**config.mk**
```make
export PLATFORM = sky130hd
export DESIGN_NAME = countdown_timer
export DESIGN_NICKNAME = d
export VERILOG_FILES = /design/src/rtl/countdown_timer.sv
export SDC_FILE = /design/constraint.sdc
export NUM_CORES = 1
export LEC_CHECK = 0
export BUFFER_PORTS_ARGS = -buffer_cell sky130_fd_sc_hd__buf_2
export CELL_PAD_IN_SITES_DETAIL_PLACEMENT = 1
export CELL_PAD_IN_SITES_GLOBAL_PLACEMENT = 2
export CORE_ASPECT_RATIO = 2
export CORE_UTILIZATION = 29
export CTS_BUF_LIST = sky130_fd_sc_hd__clkbuf_4
export CTS_CLUSTER_SIZE = 30
export DETAILED_ROUTE_END_ITERATION = 7
export GPL_ROUTABILITY_DRIVEN = 0
export PLACE_DENSITY_LB_ADDON = 0.2
export SLEW_MARGIN = 20
export SYNTH_ARGS = -nofsm -noshare
export SYNTH_HDL_FRONTEND = slang
export SYNTH_SLANG_ARGS = --single-unit
```
**constraint.sdc**
```tcl
create_clock -name clk -period 1.8 [get_ports clk]
set_input_delay 0.45 -clock clk [delete_from_list [all_inputs] [get_ports clk]]
set_output_delay 0.45 -clock clk [all_outputs]
set_load 0.05 [all_outputs]
```
**src/rtl/countdown_timer.sv**
```systemverilog
// countdown_timer: loadable down-counter, one decrement every PRESCALE clocks, done pulse at zero.
// Latency: busy rises on the edge after start; done follows edge start+V*PRESCALE. Option macro: COUNTDOWN_AUTO_RELOAD_EN.
// No backpressure: stop pauses, load aborts, inputs prioritised rst > load > stop > start.
module countdown_timer #(
   parameter int WIDTH    = 8,
   parameter int PRESCALE = 1
) (
   input  logic             clk,
   input  logic             rst,
   input  logic             load,
   input  logic [WIDTH-1:0] load_value,
   input  logic             start,
   input  logic             stop,
   output logic [WIDTH-1:0] count_out,
   output logic             busy,
   output logic             done
);

   typedef enum logic [1:0] {
      IDLE   = 2'd0,
      RUN    = 2'd1,
      PAUSED = 2'd2
   } state_t;

   // PRESCALE is legal from 1 to 255, so an 8-bit tick counter always suffices.
   localparam logic [7:0]       PRE_MAX = 8'(PRESCALE - 1);
   localparam logic [WIDTH-1:0] ONE     = WIDTH'(1);

   state_t           state_q, state_d;
   logic [WIDTH-1:0] count_q, count_d;
   logic [7:0]       pre_q, pre_d;
   logic             busy_q, busy_d;
   logic             done_q, done_d;
`ifdef COUNTDOWN_AUTO_RELOAD_EN
   logic [WIDTH-1:0] reload_q, reload_d;
`endif

   always_comb begin
      state_d  = state_q;
      count_d  = count_q;
      pre_d    = pre_q;
      busy_d   = busy_q;
      done_d   = 1'b0;
`ifdef COUNTDOWN_AUTO_RELOAD_EN
      reload_d = reload_q;
`endif
      if (load) begin
         state_d  = IDLE;
         count_d  = load_value;
         pre_d    = '0;
         busy_d   = 1'b0;
`ifdef COUNTDOWN_AUTO_RELOAD_EN
         reload_d = load_value;
`endif
      end else begin
         case (state_q)
            RUN: begin
               if (stop) begin
                  state_d = PAUSED;
                  busy_d  = 1'b0;
               end else if (pre_q == PRE_MAX) begin
                  pre_d = '0;
                  // Terminal test uses <= so a zero count can never wrap to all-ones.
                  if (count_q <= ONE) begin
                     done_d = 1'b1;
`ifdef COUNTDOWN_AUTO_RELOAD_EN
                     if (reload_q != '0) begin
                        count_d = reload_q;
                     end else begin
                        count_d = '0;
                        state_d = IDLE;
                        busy_d  = 1'b0;
                     end
`else
                     count_d = '0;
                     state_d = IDLE;
                     busy_d  = 1'b0;
`endif
                  end else begin
                     count_d = count_q - ONE;
                  end
               end else begin
                  pre_d = pre_q + 8'd1;
               end
            end
            default: begin
               if (start && !stop) begin
                  if (count_q != '0) begin
                     state_d = RUN;
                     busy_d  = 1'b1;
                     if (state_q == IDLE) begin
                        pre_d = '0;
                     end
                  end else begin
                     // Zero-length timeout: report completion without ever running.
                     done_d  = 1'b1;
                     state_d = IDLE;
                  end
               end
            end
         endcase
      end
   end

   always_ff @(posedge clk) begin
      if (rst) begin
         state_q  <= IDLE;
         count_q  <= '0;
         pre_q    <= '0;
         busy_q   <= 1'b0;
         done_q   <= 1'b0;
`ifdef COUNTDOWN_AUTO_RELOAD_EN
         reload_q <= '0;
`endif
      end else begin
         state_q  <= state_d;
         count_q  <= count_d;
         pre_q    <= pre_d;
         busy_q   <= busy_d;
         done_q   <= done_d;
`ifdef COUNTDOWN_AUTO_RELOAD_EN
         reload_q <= reload_d;
`endif
      end
   end

   assign count_out = count_q;
   assign busy      = busy_q;
   assign done      = done_q;

endmodule

```
==> reports/metrics.csv <==
stage,metric,value,unit
finish,antennaDiodeCount,0,
hold_path,holdCritPathClass,in2reg,
clock_network,clockRootBuffer,clkbuf_4,
yosys,synth_cells,159,
global_route,grt_max_degree,15,
floorplan,dieArea,4490,sq um
finish,fin_area,1700,sq um
clock_network,insertion_delay,0.31,ns
pwr,peakVddDrop,0.000274,V
yosys,synth_area_leaders,"dfxtp_1, nor3_1, nor2_1",
yosys,synth_fp_nets,177,
setup_path,cp_slowest_cell,dfxtp_2,
hold_path,holdPathStages,3,
global_route,grt_pass1_vias,1442,
pwr,p_per_area,588,nW/um^2
floorplan,dieHeight,93.8,um
detailed_routing,routed_wl,4290,um
sta,rsz0062_at_grt,true,
sta,clock_skew,0.00510,ns
finish,fill_cells,529,
floorplan,die_x,47.9,um
clock_network,cts_buffers,3,
yosys,yosysTopAreaCellShare,0.328,
pwr,total_leakage_power,0.690,nW
sta,min_period_over_period,0.987,
clock_network,cts_sinks,20,
finish,fin_nets,221,
yosys,synth_area_per_cell,7.68,sq um
global_route,grt_overflow,0,
detailed_routing,dr.pass1.iters,4,
place,dp.cells,250,
global_route,antenna_found_initial,0,
sta,slew_viol_final,0,
sta,holdWs,0.385,ns
place,hpwlAfterDp,3350,um
yosys,synthDistinctLibCells,38,
outcome,status,"finished, final reports clean",
yosys,synth_edf_count,0,
clock_network,post-cts-setup-buffers,0,
yosys,synthFlopType,dfxtp_1,
clock_network,cts_tree,done,
floorplan,start_util,0.302,
detailed_routing,vias,1387,
yosys,synth_top_area_cell,dfxtp_1,
place,dpl-instance-area,1560,sq um
place,pre_cts_ws,-0.203,ns
detailed_routing,via_per_inst,5.46,
setup_path,crit_chain,inv_2 > ha_4 > nor4b_4 > buf_4 > nand3_4 > nor3_4 > mux2_4 > o21a_1,
sta,setup_viol,0,
floorplan,top_level_ports,23,
place,port_buffers,22,
global_route,grt.total_usage,0.205,
sta,finalHoldViolCount,0,
setup_path,crit_type,reg2reg,
clock_network,clock_path_buffers,2,
floorplan,row_count,33,
setup_path,cp-start-kind,register,
detailed_routing,wire_per_inst,16.9,um
finish,layout.cells.non_filler,254,
finish,drive_gt1_frac,0.396,
yosys,synth_area,1220,sq um
finish,area_growth_syn_to_layout,39.3,%
setup_path,endpoint_kind,register,
setup_path,path_max_fanout,3,
setup_path,slowest_delay,0.35,ns
sta,fin_ws,0.0236,ns
detailed_routing,ant_nets,0,
flow_run,drv_cap,0,
detailed_routing,drcViolationCount,0,
floorplan,core_area,4050,sq um
yosys,synthArstFlopShare,0,
sta,max-slew-margin-rel,0.685,
sta,worstMarginPinSlew,0.469,ns
setup_path,cp.required,2.02,ns
clock_network,clk_pin_slew_worst_paths,0.13,ns
setup_path,reg2reg_slack,0.02,ns
yosys,yosysWarnings,0,
clock_network,h-tree-depth,1,
setup_path,worstPathArrival,2.00,ns
yosys,yosysSeqAreaShare,0.328,
sta,fmax,0.563,GHz
global_route,grt_pass1_wl,6530,um
sta,min_period,1.78,ns
yosys,synth.ff_latch_count,20,
detailed_routing,dr.first_iter.drc_count,17,
setup_path,r2r_cells,8,
-- layout by cell type, fill, tap and decap left out, types with 3 or more instances in the layout --
| master | Yosys | layout |
|---|---|---|
| buf_4 | 0 | 24 |
| buf_2 | 0 | 22 |
| nor2_1 | 19 | 17 |
| a21oi_1 | 14 | 14 |
| dfxtp_1 | 20 | 13 |
| nor3_1 | 15 | 10 |
| nand2_1 | 8 | 8 |
| o21ai_0 | 8 | 8 |
| dfxtp_2 | 0 | 7 |
| inv_1 | 7 | 5 |
| nor3_2 | 1 | 5 |
| nand3b_1 | 5 | 5 |
| a31oi_1 | 5 | 5 |
| nand3_1 | 6 | 4 |
| nor2b_1 | 4 | 4 |
| ha_1 | 5 | 4 |
| nand2b_1 | 3 | 3 |
| nand4_1 | 3 | 3 |
| clkbuf_4 | 0 | 3 |
-- layout make-up --
class / count / area, sq um / area share
flip-flops and latches: 20 / 409 / 0.240
well taps: 52 / 65.1 / 0.0382
multi-input cells: 125 / 885 / 0.520
repair buffers: 46 / 290 / 0.171
clock buffers: 3 / 22.5 / 0.0132
clock inverters: 1 / 3.75 / 0.00221
inverters: 7 / 26.3 / 0.0154
-- stage by stage --
step / setup TNS [ns] / utilization / power [mW]
finish: 0 / 0.421 / 1.00
global route: -0.200 / 0.421 / 1.06
CTS: -0.00507 / 0.401 / 1.01
detailed placement: -0.923 / 0.384 / 0.758
global placement: -0.417 / 0.384 / 0.751
floorplan: -0.114 / - / 0.640
-- path summary, 6_finish.rpt --
check / startpoint / endpoint
worst min register to register: busy / busy
worst max register to register: pre_q[1] / count_out[6]
worst min-delay path: load_value[2] / count_out[2]
worst max-delay path: pre_q[1] / count_out[6]
-- metal layers --
metal	track usage	wire length, um	up-vias
met2	0.402	2630	26
met4	0.0949	116	0
met1	0.183	1470	681
met3	0.0231	69	12
met5	0	0	-
li1	-	-	668
-- synthesized netlist by cell type (2+ instances only) --
cell and n:
a41oi_1 2, or3_1 2, nor3_1 15, a21oi_1 14, nand3_1 6, inv_1 7, nand4_1 3, nor2b_1 4
nand3b_1 5, nand2b_1 3, nor3b_1 2, nand2_1 8, o21ai_0 8, ha_1 5, a211oi_1 2, a31oi_1 5
and3_1 3, dfxtp_1 20, clkbuf_1 6, mux2i_1 2, nor2_1 19, a22oi_1 2
-- worst max-delay path, delay by kind of cell (launching register included) --
family          cells  cell delay [ns]
flops               1             0.35
mux                 1             0.32
compound gates      1             0.16
buf+inv             2             0.24
fa+ha+maj           1             0.14
simple gates        3             0.49
-- sequential cells by signal (all words and copies together) (netlist names) --
signal / count
busy: 1
state_q: 2
done: 1
pre_q: 8
count_out: 8
-- logic make-up after synthesis --
logic type                 count (synthesis)  synth area share
AOI/OAI and AO/OA                         39             0.191
adders and majority gates                  5            0.0512
muxes                                      3            0.0256
and+or+nand+nor                           78             0.361
buffers and inverters                     14            0.0441
DFF                                       20             0.328
-- what timing repair did --
item	4_1_cts	5_1_grt
pin swaps	2	4
gates resized for setup	8	19
hold buffers	0	0
setup endpoints to repair	15	10
-- power breakdown --
group          total, mW  internal [mW]  switching [mW]
registers          0.474          0.458          0.0165
clock network      0.237         0.0811           0.156
logic              0.289          0.111           0.177
total               1.00          0.650           0.350
Power figures use the tool's default switching activity.
